## config.mk

```make
export PLATFORM = sky130hd
export DESIGN_NAME = dram_arbiter
export DESIGN_NICKNAME = d
export VERILOG_FILES = /design/src/rtl/dram_arbiter.sv
export SDC_FILE = /design/constraint.sdc
export NUM_CORES = 1
export LEC_CHECK = 0
export CORE_MARGIN = 2
export CORE_UTILIZATION = 55
export DETAILED_ROUTE_END_ITERATION = 10
export DONT_BUFFER_PORTS = 1
export GPL_TIMING_DRIVEN = 0
export PLACE_DENSITY = 0.82
export REMOVE_ABC_BUFFERS = 1
export SLEW_MARGIN = 20
export SYNTH_ARGS = -nofsm -noshare
export SYNTH_HDL_FRONTEND = slang
export SYNTH_SLANG_ARGS = --single-unit
export TNS_END_PERCENT = 1
```

## constraint.sdc

```tcl
create_clock -name clk -period 1.2 [get_ports clk]
set_input_delay 0.12 -clock clk [delete_from_list [all_inputs] [get_ports clk]]
set_output_delay 0.12 -clock clk [all_outputs]
set_load 0.01 [all_outputs]
```

## src/rtl/dram_arbiter.sv

```systemverilog
// Two-requester arbiter for the single-port data RAM: registered issue onto the
// RAM strobes and fixed-latency routing of read data back to the issuing requester.
module dram_arbiter #(
  parameter int ADDR_W    = 16,
  parameter int DATA_W    = 8,
  parameter int RD_LAT    = 1,
  parameter int PRIO_MODE = 0
) (
  input  logic              clk,
  input  logic              rst,
  input  logic              req0,
  input  logic              we0,
  input  logic [ADDR_W-1:0] addr0,
  input  logic [DATA_W-1:0] wdata0,
  output logic              gnt0,
  output logic              rvalid0,
  output logic [DATA_W-1:0] rdata0,
  input  logic              req1,
  input  logic              we1,
  input  logic [ADDR_W-1:0] addr1,
  input  logic [DATA_W-1:0] wdata1,
  output logic              gnt1,
  output logic              rvalid1,
  output logic [DATA_W-1:0] rdata1,
  output logic [ADDR_W-1:0] mem_addr,
  output logic              mem_write,
  output logic              mem_read,
  output logic [DATA_W-1:0] mem_din,
  input  logic [DATA_W-1:0] mem_dout
);

  logic              elig0_s;
  logic              elig1_s;
  logic              win0_s;
  logic              win1_s;
  logic              sel_we_s;
  logic [ADDR_W-1:0] sel_addr_s;
  logic [DATA_W-1:0] sel_wdata_s;
  logic              ptr_r;
  logic [RD_LAT-1:0] tag_vld_r;
  logic [RD_LAT-1:0] tag_id_r;

  // Winner selection; a requester whose grant is currently high is not eligible
  always_comb begin
    elig0_s = req0 & ~gnt0;
    elig1_s = req1 & ~gnt1;
    win0_s  = 1'b0;
    win1_s  = 1'b0;
    if (elig0_s && elig1_s) begin
      if ((PRIO_MODE == 1) || (ptr_r == 1'b0)) begin
        win0_s = 1'b1;
      end else begin
        win1_s = 1'b1;
      end
    end else begin
      win0_s = elig0_s;
      win1_s = elig1_s;
    end
    if (win1_s) begin
      sel_we_s    = we1;
      sel_addr_s  = addr1;
      sel_wdata_s = wdata1;
    end else begin
      sel_we_s    = we0;
      sel_addr_s  = addr0;
      sel_wdata_s = wdata0;
    end
  end

  // Issue stage: grants and RAM strobes are registered for the issue cycle
  always_ff @(posedge clk) begin
    if (rst) begin
      gnt0      <= 1'b0;
      gnt1      <= 1'b0;
      mem_write <= 1'b0;
      mem_read  <= 1'b0;
      mem_addr  <= {ADDR_W{1'b0}};
      mem_din   <= {DATA_W{1'b0}};
      ptr_r     <= 1'b0;
    end else begin
      gnt0 <= win0_s;
      gnt1 <= win1_s;
      if (win0_s || win1_s) begin
        mem_addr  <= sel_addr_s;
        mem_write <= sel_we_s;
        mem_read  <= ~sel_we_s;
        if (sel_we_s) begin
          mem_din <= sel_wdata_s;
        end
      end else begin
        mem_write <= 1'b0;
        mem_read  <= 1'b0;
      end
      // Pointer only moves on a contended round-robin decision
      if ((PRIO_MODE == 0) && elig0_s && elig1_s) begin
        ptr_r <= ~ptr_r;
      end
    end
  end

  // Read return: tag shift register tracks each issued read until its data arrives
  always_ff @(posedge clk) begin
    if (rst) begin
      tag_vld_r <= {RD_LAT{1'b0}};
      tag_id_r  <= {RD_LAT{1'b0}};
      rvalid0   <= 1'b0;
      rvalid1   <= 1'b0;
      rdata0    <= {DATA_W{1'b0}};
      rdata1    <= {DATA_W{1'b0}};
    end else begin
      tag_vld_r[0] <= mem_read;
      tag_id_r[0]  <= gnt1;
      for (int i = 1; i < RD_LAT; i++) begin
        tag_vld_r[i] <= tag_vld_r[i-1];
        tag_id_r[i]  <= tag_id_r[i-1];
      end
      rvalid0 <= tag_vld_r[RD_LAT-1] & ~tag_id_r[RD_LAT-1];
      rvalid1 <= tag_vld_r[RD_LAT-1] &  tag_id_r[RD_LAT-1];
      if (tag_vld_r[RD_LAT-1] && !tag_id_r[RD_LAT-1]) begin
        rdata0 <= mem_dout;
      end
      if (tag_vld_r[RD_LAT-1] && tag_id_r[RD_LAT-1]) begin
        rdata1 <= mem_dout;
      end
    end
  end

endmodule

```

==> run summary, run 1 <==
==================================================================================================
Maximum number of buffers from clock root to sink                                                2
FF+latch count, synth                                                                           49
Total number of cells along the worst setup path                                                 3
Pwr/cell area                                                                         1370 mW/mm^2
Measured slew at the worst slew-check pin                                                 0.415 ns
R2R cell count                                                                                   3
Dominant combinational cell family by area after synthesis                            simple AND/OR/NAND/NOR gates
Ys Warns                                                                                         0
Data required, critical path                                                               1.40 ns
Worst VDD drop                                                                          0.000760 V
Count of buffer and inverter cells on the critical path                                          0
Launch instance of the worst min-delay path                                              wdata1[7]
Final period demand of the worst path                                                      1.32 ns
Number of violations reported at the end of detailed-routing iteration 0                        92
Top-level port count                                                                           108
Category of the worst setup path launch point                                             register
Overall routing resource usage                                                               23.1%
Worst Skew                                                                              0.00754 ns
Final Wtd Congestion                                                                         0.674
Worst slew slack as a fraction of its limit                                                  72.2%
Fraction of the mapped netlist area in adder cells                                              0%
Num rows                                                                                        22
Sequential share of the synthesized area                                                     46.7%
Net Sw Power                                                                                983 uW
Reported leakage power                                                                 0.000825 uW
Vias in the first global route                                                                1618
Largest cells by area after synthesis                                                 sky130_fd_sc_hd__dfxtp_1 (47%), sky130_fd_sc_hd__nor3_1 (8.1%), sky130_fd_sc_hd__a211oi_1 (5.7%)
Clock transition time at the flip-flop clock pins of the worst setup and hold paths        0.09 ns
Library cell with the largest summed area after synthesis                             sky130_fd_sc_hd__dfxtp_1
Cell internal power dissipation                                                            2400 uW
Kind of cell adding the most delay to the critical path                               simple AND/OR/NAND/NOR gates
Mux share of post-synthesis cell area                                                           0%
Cell chosen for the clock root                                                        sky130_fd_sc_hd__clkbuf_8
Switching part of the total                                                                  29.0%
Routed wirelength normalized by instance count                                        18.4 microns
Unrepaired setup endpoints after global routing                                                yes
Via count                                                                                     1806
Critical-path maximum fanout                                                                     6
Cts bufs inserted                                                                                5
Number of nets with antenna violations after routing                                             0
Class of the tightest hold or removal check                                           input pin to register
Worst setup path start                                                                        gnt0
Maximum number of pins on one net before global-route repair                                    42
Count of nets after finishing                                                                  300
Starting utilization of the core area                                                        57.3%
Vert. Die Dim                                                                         65.8 microns
Setup Slack @ Placement                                                                  -0.633 ns
Status                                                                                finished with violations
Number of standard cells in the final layout excluding fillers                                 287
Synthesized-area fraction occupied by ao, oa, aoi and oai cells                              19.4%
N_diodes                                                                                         0
Critical path, cell by cell                                                           or3b_4 > o2bb2ai_2 > o221a_1
Post-DR vias/cell                                                                             6.29
Cell total after placement                                                                     254
Cell types with the highest counts after synthesis                                    sky130_fd_sc_hd__dfxtp_1 (49), sky130_fd_sc_hd__nor3_1 (34), sky130_fd_sc_hd__nand2_1 (25)
Type of element capturing the critical path                                               register
Post-synthesis to final-layout area growth                                                   17.9%
Clock Latency Late Sink                                                                    0.30 ns
Chip Width                                                                            65.8 microns
Highest achievable clock rate                                                            0.759 GHz
Violations in the final reports                                                       negative setup slack
Quantity of I/O buffers inserted on ports                                                        0
Reg power frac                                                                               55.1%
Antenna violations before repair                                                                 0
Clock H-tree levels                                                                              2
Proportion of netlist area held by the largest area contributor                              46.7%
Overall routed net length                                                             5280 microns
Slowest cell on crit path                                                             sky130_fd_sc_hd__or3b_4
Max incr delay on CP                                                                       0.42 ns
First-pass detailed-route iteration total                                                        4
Area share of xor/xnor cells in the synthesized design                                          0%
Clock network fraction of design power                                                       30.3%
Remaining design rule violation count                                                            0
Area share of and/or/nand/nor cells after synthesis                                          28.4%
Worst reg2reg startpoint                                                                      gnt0
Final sum of negative setup slack                                                         -1.94 ns
Share of the clock period used by the worst path                                              110%
FFs w/ async S/R, synth                                                                         0%
Total Die Area                                                                        0.00433 sq mm
Netlist area before placement                                                         0.00210 sq mm
TritonCTS clock tree                                                                           yes
Setup-violating endpoint count in the final report                                              27
Post-synth top flop                                                                   sky130_fd_sc_hd__dfxtp_1
Number of hold violations in the final report                                                    0
Arrival time at the worst endpoint                                                         1.52 ns
Number of clock sinks seen by CTS                                                               49
# Max-Cap Violations                                                                             0
GRT overflow                                                                                     0
Final number of max-transition violations                                                        0
Logic gate share of total power                                                              14.5%
Fraction of final layout cells sized beyond drive strength 1                                 18.8%
Floorplan Core Area                                                                   0.00366 sq mm
Syn_area_per_cell                                                                       9.25 sq um
HPWL reported at the end of detailed placement                                        3230 microns
Startpoint-to-endpoint class of the critical path                                     register to register
Final worst setup slack                                                                  -0.117 ns
Mapped Cells                                                                                   227
Count of flip-flops with a built-in enable after synthesis                                       0
Final Util                                                                                   67.6%
Most used standard cell by instance count after synthesis                             sky130_fd_sc_hd__dfxtp_1
Global-route wire length before repair                                                7750 microns
Hold path cells                                                                                  1
Library cells used by synthesis                                                                 30
==================================================================================================
## final timing paths
| kind | slack [ns] | to |
|---|---|---|
| hold / removal | 0.02 | mem_din[7] |
| setup / recovery | -0.12 | mem_din[0] |
| hold reg to reg | 0.50 | rdata1[3] |
| setup reg to reg | -0.12 | mem_din[0] |
## logic make-up (layout without fill, tap and decap cells)
group                  count (synthesis)  after routing
flip-flops                            49             49
AND/OR/NAND/NOR                      102            103
AO/OA/AOI/OAI                         53             54
buffers and inverters                 23             33
## power by group through the flow
| stage | Clock (uW) | Sequential (uW) | Combinational, uW |
|---|---|---|---|
| 4_1_cts | 1050 | 1870 | 411 |
| 3_3_place_gp | 0 | 1910 | 325 |
| 3_5_place_dp | 0 | 1910 | 342 |
| 5_1_grt | 1120 | 1880 | 537 |
| 2_1_floorplan | 0 | 1880 | 280 |
| 6_report | 1030 | 1870 | 492 |
## metal layers
layer / up-vias / part of all wire, % / GRT usage, %
met5: - / 0 / 0
met3: 9 / 9.6 / 10.7
met1: 841 / 39 / 28.6
li1: 870 / - / -
met2: 86 / 51 / 35.9
met4: 0 / 0.81 / 6.77
## layout by cell type (no fill, tap or decap), types with 2 or more instances in the layout
master                          instances
sky130_fd_sc_hd__clkbuf_8               5
sky130_fd_sc_hd__buf_4                  5
sky130_fd_sc_hd__a21oi_1               18
sky130_fd_sc_hd__nor2b_2                2
sky130_fd_sc_hd__buf_8                  2
sky130_fd_sc_hd__dfxtp_4                3
sky130_fd_sc_hd__buf_6                  2
sky130_fd_sc_hd__o31a_1                 8
sky130_fd_sc_hd__nand3_1                8
sky130_fd_sc_hd__nor4_2                 9
sky130_fd_sc_hd__dlygate4sd3_1         14
sky130_fd_sc_hd__nor3_1                33
sky130_fd_sc_hd__nor2b_1                2
sky130_fd_sc_hd__nand2b_4               2
sky130_fd_sc_hd__nor2_1                 2
sky130_fd_sc_hd__nor2b_4                2
sky130_fd_sc_hd__nand2_1               25
sky130_fd_sc_hd__o21ai_0                2
sky130_fd_sc_hd__o221a_1                8
sky130_fd_sc_hd__a211oi_1              16
sky130_fd_sc_hd__nor4_1                 7
sky130_fd_sc_hd__and3b_2                2
sky130_fd_sc_hd__dfxtp_1               45
## area by class of cell
type | count | area [sq um]
Fill cell | 271 | 1190
Timing Repair Buffer | 24 | 250
Multi-Input combinational cell | 157 | 1070
Clock buffer | 5 | 68.8
Clock inverter | 3 | 28.8
Sequential cell | 49 | 993
Tap cell | 48 | 60.1
Inverter | 1 | 3.75
## stage by stage
step / power (uW) / instance area [sq um] / hold slack (ns)
floorplan: 2160 / 1990 / 0.189
global placement: 2240 / 2050 / 0.195
detailed placement: 2260 / 2060 / 0.197
CTS: 3330 / 2310 / -0.138
global route: 3540 / 2470 / 0.00180
finish: 3390 / 2470 / 0.0161
## state kept, by name, summed over array words and instances, names as in the netlist
signal,flops
gnt1,1
mem_addr,16
rvalid0,1
rdata1,8
rdata0,8
mem_din,8
mem_read,1
rvalid1,1
gnt0,1
tag_vld_r,1
tag_id_r,1
ptr_r,1
mem_write,1
## worst register-to-register path, delay by kind of cell (launching register included)
| family | cells | cell delay (ns) |
|---|---|---|
| flip-flops | 1 | 0.40 |
| AND/OR/NAND/NOR | 1 | 0.42 |
| AO/OA/AOI/OAI | 2 | 0.39 |
## timing repair
item                       CTS  global route
buffers inserted             6             2
pin swaps                    2             6
cloned                       2             0
setup endpoints to repair   37            37
gates resized for setup     17             7
hold endpoints to repair    41            39
hold buffers                 4            11
(Power assumes the default switching activity.)
==> run 2: changes to the inputs <==
--- a/config.mk
+++ b/config.mk
@@ -9,9 +9,10 @@
 export CORE_UTILIZATION = 55
 export DETAILED_ROUTE_END_ITERATION = 10
 export DONT_BUFFER_PORTS = 1
-export GPL_TIMING_DRIVEN = 0
+export GPL_TIMING_DRIVEN = 1
 export PLACE_DENSITY = 0.82
 export REMOVE_ABC_BUFFERS = 1
+export SKIP_CTS_REPAIR_TIMING = 1
 export SLEW_MARGIN = 20
 export SYNTH_ARGS = -nofsm -noshare
 export SYNTH_HDL_FRONTEND = slang
==> run 2 against run 1 <==
The flow finishes with violations (negative hold slack, negative setup slack). First-iteration DRC count shrank 6.5%. Register-to-register slack lost 0.07 ns. Non-clock buffer count grew 13. Total power grew 8.1%. Via count grew 3.7%. Largest cell class unchanged. Combinational power grew 16%. Critical path type unchanged. Wire length grew 6.6%. Largest power group unchanged. Sequential cell count is the same. Final area grew 5.9%. Worst hold slack lost 0.13 ns. Clock power grew 20%. Core utilization grew 4.0 points.
==> run summary, run 2 (synthesized netlist as in run 1, its figures left out) <==
==================================================================================================
Status                                                                                finished with violations   unchanged
Violations in the final reports                                                       negative hold slack, negative setup slack   was negative setup slack
Cell total after placement                                                                     277   was 254
Cell chosen for the clock root                                                        sky130_fd_sc_hd__clkbuf_8   unchanged
Final sum of negative setup slack                                                         -3.31 ns   was -1.94 ns
Biggest register                                                                          mem_addr   unchanged
Total number of cells along the worst setup path                                                 6   was 3
Remaining design rule violation count                                                            0   unchanged
Critical path, cell by cell                                                           buf_6 > nor3b_4 > buf_12 > buf_12 > nor3_1 > nor4_2   was or3b_4 > o2bb2ai_2 > o221a_1
Critical-path maximum fanout                                                                     9   was 6
Layout fillers                                                                                 267   was 271
Arrival time at the worst endpoint                                                         1.60 ns   was 1.52 ns
Chip Width                                                                            65.8 microns   unchanged
Share of the clock period used by the worst path                                              116%   was 110%
Max incr delay on CP                                                                       0.34 ns   was 0.42 ns
Via count                                                                                     1872   was 1806
Measured slew at the worst slew-check pin                                                 0.334 ns   was 0.415 ns
Clock transition time at the flip-flop clock pins of the worst setup and hold paths        0.09 ns   about the same
Dominant cell type by count on the critical path                                      sky130_fd_sc_hd__buf_12
Final worst setup slack                                                                  -0.190 ns   was -0.117 ns
Pwr/cell area                                                                         1400 mW/mm^2   was 1370 mW/mm^2
Total Power Consumption                                                                    3660 uW   was 3390 uW
Setup-violating endpoint count in the final report                                              26   was 27
Reported leakage power                                                                 0.000919 uW   was 0.000825 uW
Post-DR vias/cell                                                                             6.28   was 6.29
Kind of cell adding the most delay to the critical path                               simple AND/OR/NAND/NOR gates   unchanged
Slowest cell on crit path                                                             sky130_fd_sc_hd__dfxtp_2   was sky130_fd_sc_hd__or3b_4
Number of violations reported at the end of detailed-routing iteration 0                        86   was 92
Count of buffer and inverter cells on the critical path                                          3   was 0
First-pass detailed-route iteration total                                                        4   unchanged
Number of flip-flops under the largest register name                                            16   unchanged
Unrepaired setup endpoints after global routing                                                yes   unchanged
Most common cell after layout, fill and taps aside                                    sky130_fd_sc_hd__dfxtp_1   unchanged
R2R cell count                                                                                   6   was 3
Reg2reg setup slack                                                                       -0.19 ns   was -0.12 ns
Maximum number of pins on one net before global-route repair                                    42   unchanged
Worst setup path start                                                                       ptr_r   was gnt0
# Max-Cap Violations                                                                             0   unchanged
Class of the tightest hold or removal check                                           input pin to register   unchanged
Summed area of non-filler cells in the final layout                                   0.00262 sq mm   was 0.00247 sq mm
Overall routing resource usage                                                               23.5%   was 23.1%
Antenna violations before repair                                                                 0   unchanged
Min Hold Slack                                                                           -0.110 ns   was 0.0161 ns
Number of nets with antenna violations after routing                                             0   unchanged
Final number of max-transition violations                                                        0   unchanged
N_diodes                                                                                         0   unchanged
Vias in the first global route                                                                1693   was 1618
Vert. Die Dim                                                                         65.8 microns   unchanged
Worst slew slack as a fraction of its limit                                                  77.7%   was 72.2%
Fraction of final layout cells sized beyond drive strength 1                                 25.2%   was 18.8%
Total Die Area                                                                        0.00433 sq mm   unchanged
Worst Skew                                                                              0.00930 ns   was 0.00754 ns
Clock H-tree levels                                                                              2   unchanged
TritonCTS clock tree                                                                           yes   unchanged
Floorplan Core Area                                                                   0.00366 sq mm   unchanged
Area of placed instances                                                              0.00227 sq mm   was 0.00206 sq mm
Worst VDD drop                                                                          0.000896 V   was 0.000760 V
Quantity of I/O buffers inserted on ports                                                        0   unchanged
Highest achievable clock rate                                                            0.720 GHz   was 0.759 GHz
Num rows                                                                                        22   unchanged
Maximum number of buffers from clock root to sink                                                2   unchanged
Overall routed net length                                                             5630 microns   was 5280 microns
Worst reg2reg startpoint                                                                     ptr_r   was gnt0
Starting utilization of the core area                                                        57.3%   unchanged
Clock Latency Late Sink                                                                    0.30 ns   about the same
Number of standard cells in the final layout excluding fillers                                 298   was 287
Category of the worst setup path launch point                                             register   unchanged
Area taken by flip-flops and latches                                                     987 sq um   was 993 sq um
Count of nets after finishing                                                                  311   was 300
Type of element capturing the critical path                                               register   unchanged
GRT overflow                                                                                     0   unchanged
Final Wtd Congestion                                                                         0.731   was 0.674
HPWL reported at the end of detailed placement                                        3560 microns   was 3230 microns
Final period demand of the worst path                                                      1.39 ns   was 1.32 ns
Global-route wire length before repair                                                7760 microns   was 7750 microns
Area occupied by multi-input gates                                                    0.00105 sq mm   was 0.00107 sq mm
Data required, critical path                                                               1.41 ns   was 1.40 ns
Top-level port count                                                                           108   unchanged
Startpoint-to-endpoint class of the critical path                                     register to register   unchanged
Hold path cells                                                                                  1   unchanged
Number of clock sinks seen by CTS                                                               49   unchanged
Launch instance of the worst min-delay path                                                    rst   was wdata1[7]
Routed wirelength normalized by instance count                                        18.9 microns   was 18.4 microns
Post-synthesis to final-layout area growth                                                   24.9%   was 17.9%
Number of hold violations in the final report                                                   41   was 0
Commonest cells after routing, fill and taps aside                                    sky130_fd_sc_hd__dfxtp_1 (46), sky130_fd_sc_hd__nor3_1 (32), sky130_fd_sc_hd__nand2_1 (25)   was sky130_fd_sc_hd__dfxtp_1 (45), sky130_fd_sc_hd__nor3_1 (33), sky130_fd_sc_hd__nand2_1 (25)
Cts bufs inserted                                                                                5   unchanged
==================================================================================================
## run 2: cell types whose count changed in the layout (fill, tap and decap cells not counted), sizes merged, moves of 2 or more
cell / before / now
buf: 10 / 29
clkbuf: 5 / 9
dlygate4sd3: 14 / 5
inv: 2 / 0
## run 2: path summary, 6_finish.rpt
check,end
hold / removal,mem_addr[6]
hold reg to reg,rdata1[3]
setup / recovery,mem_addr[10]
setup reg to reg,mem_addr[10]
## run 2: metal layers
layer	up-vias	track usage [%]	routed length, microns
met5	-	0	0
met4	0	11.2	99
met3	9	8.18	537
met2	85	38.1	2830
met1	889	27.6	2160
li1	889	-	-
## run 2: through the flow
stage	hold slack (ns)	setup slack [ns]	utilization (%)
2_1_floorplan	0.189	-0.816	-
4_1_cts	-0.135	-0.140	65.2
5_1_grt	-0.148	-0.219	71.6
6_report	-0.110	-0.190	71.6
3_5_place_dp	0.201	-0.137	62.0
3_3_place_gp	0.195	-0.0815	62.0
## run 2: area by class of cell
type	count	share of cell area [%]
clock buffer	6	3.15
clock inverter	2	1.43
inverter	1	0.143
multi-input combinational	155	39.9
sequential	49	37.7
tap	48	2.29
timing repair buffer	37	15.4
## run 2: power by group
group          internal, uW  leakage, uW  total, uW  switching (uW)
logic                   302     0.000457        571             269
registers              1730     0.000404       1850             122
clock network           678    0.0000574       1240             559
total                  2710     0.000919       3660             949
